--- config.mk ---
export PLATFORM = sky130hd
export DESIGN_NAME = alu_operand_fifo
export DESIGN_NICKNAME = d
export VERILOG_FILES = /design/src/rtl/alu_operand_fifo.sv
export SDC_FILE = /design/constraint.sdc
export NUM_CORES = 1
export LEC_CHECK = 0
export ABC_AREA = 1
export BUFFER_PORTS_ARGS = -buffer_cell sky130_fd_sc_hd__buf_2
export CORE_MARGIN = 2
export CORE_UTILIZATION = 45
export DETAILED_ROUTE_END_ITERATION = 16
export PLACE_DENSITY = 0.74
export SYNTH_ARGS = -nofsm -noshare
export SYNTH_HDL_FRONTEND = slang
export SYNTH_SLANG_ARGS = --single-unit
--- constraint.sdc ---
create_clock -name clk -period 2 [get_ports clk]
set_input_delay 0.3 -clock clk [delete_from_list [all_inputs] [get_ports clk]]
set_output_delay 0.3 -clock clk [all_outputs]
set_load 0.02 [all_outputs]
--- src/rtl/alu_operand_fifo.sv ---
// Operand-pair FIFO between decode and the ALU, plus an acknowledged result register.
// Head entry is presented first-word-fall-through; no bypass from input to output when empty.
module alu_operand_fifo #(
  parameter int WIDTH = 8,
  parameter int DEPTH = 4,
  parameter int CW    = $clog2(DEPTH + 1)
) (
  input  logic             clk,
  input  logic             reset,
  input  logic             flush,
  input  logic [WIDTH-1:0] in_a,
  input  logic [WIDTH-1:0] in_b,
  input  logic             in_valid,
  output logic             in_ready,
  output logic [WIDTH-1:0] out_a,
  output logic [WIDTH-1:0] out_b,
  output logic             out_valid,
  input  logic             out_ready,
  output logic [CW-1:0]    count,
  output logic             err_overflow,
  input  logic [WIDTH-1:0] res_in,
  input  logic             res_en,
  output logic [WIDTH-1:0] res_out,
  output logic             res_valid,
  input  logic             res_ack
);

  localparam int AW = $clog2(DEPTH);

  typedef struct packed {
    logic [WIDTH-1:0] a;
    logic [WIDTH-1:0] b;
  } pair_t;

  pair_t           mem [DEPTH];
  pair_t           head;
  logic [AW-1:0]   wr_ptr;
  logic [AW-1:0]   rd_ptr;
  logic [CW-1:0]   count_q;
  logic [CW-1:0]   count_d;
  logic            full;
  logic            empty;
  logic            push;
  logic            pop;

  assign full      = (count_q == CW'(DEPTH));
  assign empty     = (count_q == '0);
  assign in_ready  = !full;
  assign out_valid = !empty;
  assign count     = count_q;
  assign push      = in_valid && !full;
  assign pop       = out_ready && !empty;

  // Stale array contents must never leak out, so the head is masked while empty.
  assign head  = mem[rd_ptr];
  assign out_a = empty ? '0 : head.a;
  assign out_b = empty ? '0 : head.b;

  // NOTE: the storage array has no reset; only pointers/count define validity,
  // which keeps the array as plain flops/RAM without a reset network.
  always_ff @(posedge clk) begin
    if (push && !flush) begin
      mem[wr_ptr].a <= in_a;
      mem[wr_ptr].b <= in_b;
    end
  end

  // NOTE: always_comb assigns a default first so every path drives count_d and no latch forms.
  always_comb begin
    count_d = count_q;
    unique case ({push, pop})
      2'b10:   count_d = count_q + CW'(1);
      2'b01:   count_d = count_q - CW'(1);
      default: count_d = count_q;
    endcase
  end

  // NOTE: sequential state uses non-blocking assignments so all flops update from pre-edge values.
  always_ff @(posedge clk or negedge reset) begin
    if (!reset) begin
      wr_ptr  <= '0;
      rd_ptr  <= '0;
      count_q <= '0;
    end else if (flush) begin
      wr_ptr  <= '0;
      rd_ptr  <= '0;
      count_q <= '0;
    end else begin
      if (push) wr_ptr <= wr_ptr + AW'(1);
      if (pop)  rd_ptr <= rd_ptr + AW'(1);
      count_q <= count_d;
    end
  end

  // Sticky until flush or reset; an offer while full is the only set condition.
  always_ff @(posedge clk or negedge reset) begin
    if (!reset) begin
      err_overflow <= 1'b0;
    end else if (flush) begin
      err_overflow <= 1'b0;
    end else if (in_valid && full) begin
      err_overflow <= 1'b1;
    end
  end

  // A new capture takes priority over an acknowledge in the same cycle.
  always_ff @(posedge clk or negedge reset) begin
    if (!reset) begin
      res_out   <= '0;
      res_valid <= 1'b0;
    end else if (res_en) begin
      res_out   <= res_in;
      res_valid <= 1'b1;
    end else if (res_ack) begin
      res_valid <= 1'b0;
    end
  end

endmodule

==> run metrics <==
status=finished, final reports clean; Hold Fails Final Rpt=0; fin crit period=1.960 ns; headroom to the max-slew limit=74.47%; cell total after placement=455; PwrDens=1187 nW/um^2; worst min path class=input port to register; GR peak layer=met2; Net Sw Power=1.755 mW; max-cap viol count=0; Final Setup Violations=0; Post-synth EDFFs=64; Synth Warn #=0; Setup WS post-layout=0.04030 ns; Die X=90.41 um; Max FO, Critical Path=15; clk_lat worst skew=0.36 ns; Final ANT Viol Nets=0; antenna violations before repair=0; met1 Track Usage GR=20.19%; Arr. time, crit path=1.66 ns; Clk pwr share=25.7%; Die Ht=90.41 um; CTS H-Tree Depth=3; Iteration-0 DRC Markers=135; grt met3 use=4.174%; Post-synth top cells=nor2_1 (71), edfxtp_1 (64), nand2_1 (35); hold wc startpoint=res_ack; Syn Inst Count=294; Ant. Diodes=0; CTS tree=done; Internal=3.064 mW; worst hold slack=0.1330 ns; worst slack, placed=0.1470 ns; RR Startpoint=count[0]$_DFFE_PN0P_; Net Sw Frac=36.41%; R2R setup slack=0.14 ns; sequential-to-total area share from yosys stat=69.87%; num rows=31; Max rail drop VDD=467.3 uV; GPL Wtd Cong=0.8632; Hold Path Sink=res_valid$_DFFE_PN0P_; Routed WL=6595 um; GR Util All Layers=16.99%; DP HPWL=4206 um; Post-Syn Nets=330; fin area=4060 um^2; vias in the first global route=2,303; clk_skew=0.01060 ns; post-synth top area share=57.21%; layout cell share with drive strength beyond 1=29.07%; Gate power share=32.1%; CTS sink cnt=81; drt pass-1 iters=4; GR Overflow Total=0; root buf cell=clkbuf_8; synth unique cells=23; met2 GRT Util=29.64%; Final #Nets=406; total power=4.819 mW; largest net degree at the start of global routing=23; WL/cell=13.91 um; fin crit share=97.98%; Worst R2R End=count[2]$_DFFE_PN0P_; die area=8173 um^2; CTS max path bufs=2; Crit. End Element=primary output; worst r2r path cells=11; Post-DP Area=3814 um^2; startpoint types=register; worst slew pin tran=0.3823 ns; Via Count=2,307; required time worst endpoint=1.70 ns; # port buffers=61; ranking of synthesized cells by area=edfxtp_1 (57%), dfrtp_1 (13%), nor2_1 (7.9%), o21ai_1 (4.3%), nand2_1 (3.9%); total CTS buffers=9; Core Area=7253 um^2; Seq pwr share=42.2%; first-pass GRT wire length=10,810 um; final max-slew violation count=0; Netlist Area Pre-Place=3359 um^2; leading area contributor after synthesis=edfxtp_1; vias per cell=4.867; hold depth=2; Initial Util=46.32%; Area Growth Syn to Fin=20.86%; I/O pin count=62; Syn Area/Cell=11.43 um^2; non-filler cells, final=474; Pleak=1.703 nW; asr flop ratio synth=20.99%; Remaining DRCs=0; Synth Flop Type=edfxtp_1; Fmax=510.3 MHz; CTS clk-pin slew, worst paths=0.08 ns; most frequent cell after synthesis=nor2_1; Setup CP Type=register to primary output; unrepaired setup endpoints after global routing=true; Seq cells post-synth=81
## per-layer routing
layer	part of all wire (%)	routed length, um
met1	44	2891
met2	50	3292
met3	4.9	323
met4	1.3	88
met5	0	0
## state kept, by name, indices dropped and copies added, names as in the netlist
name / flops
count: 3
err_overflow: 1
mem: 64
rd_ptr: 2
res_out: 8
res_valid: 1
wr_ptr: 2
## worst max-delay path: stages, from the launching register on
cell and delay, ns:
dfrtp_1 0.43, inv_4 0.17, buf_4 0.21, o21ai_0 0.12, a21oi_1 0.18, buf_2 0.19
## placed cells by master, fill, tap and decap left out, types with 4 or more instances in the layout
cell and count:
a21oi_1 18, buf_2 61, buf_4 15, clkbuf_8 9, dfrtp_1 15, edfxtp_1 64
ha_1 4, inv_1 11, inv_2 4, nand2_1 35, nand3_1 4, nor2_1 71
o21ai_0 7, o21ai_1 29
## stage by stage
stage          util (%)   TNS, ns
6_report          55.98         0
5_1_grt           55.98  -0.02603
4_1_cts           55.65         0
3_5_place_dp      52.58         0
3_3_place_gp      52.58         0
2_1_floorplan         -    -2.210
## kinds of logic (layout without fill, tap and decap cells)
group	count (synthesis)	count (layout)	synth area share (%)
compound gates	56	56	8.529
xor+xnor	1	1	0.2608
fa+ha+maj	5	5	2.086
buf+inv	31	112	4.394
flops	81	81	69.87
simple gates	120	120	14.86
## worst max path at each step
stage                            to  cells past startpoint             startpoint  slack (ns)
2_1_floorplan   mem[0][0]$_DFFE_PP_                      4   count[0]$_DFFE_PN0P_       -0.03
3_3_place_gp   count[2]$_DFFE_PN0P_                     12   count[1]$_DFFE_PN0P_        0.20
3_5_place_dp   count[2]$_DFFE_PN0P_                     11   count[1]$_DFFE_PN0P_        0.15
4_1_cts                    out_a[6]                      6  rd_ptr[0]$_DFFE_PN0P_       0.005
5_1_grt                    out_b[0]                      6  rd_ptr[0]$_DFFE_PN0P_       -0.01
6_report                   out_a[6]                      5  rd_ptr[0]$_DFFE_PN0P_        0.04
## power groups by stage
| stage | clock network, mW | logic [mW] | registers (mW) |
|---|---|---|---|
| CTS | 1.26 | 1.51 | 2.03 |
| finish | 1.24 | 1.54 | 2.04 |
| floorplan | 0 | 0.988 | 2.11 |
| global route | 1.32 | 1.69 | 2.05 |
| global placement | 0 | 1.46 | 2.06 |
| detailed placement | 0 | 1.49 | 2.07 |
## area by class of cell
type / count / area (um^2)
Timing Repair Buffer: 78 / 439.2
Fill cell: 621 / 3193
Clock inverter: 7 / 86.33
Multi-Input combinational cell: 182 / 864.6
Tap cell: 99 / 123.9
Sequential cell: 81 / 2350
Inverter: 18 / 72.57
Clock buffer: 9 / 123.9
## timing repair
item	CTS	global route
pin swaps	0	1
setup endpoints to repair	1	12
buffers inserted	0	2
gates resized for setup	1	5
hold endpoints to repair	17	0
hold buffers	1	0
No activity file was read; power rests on OpenSTA's default activity.
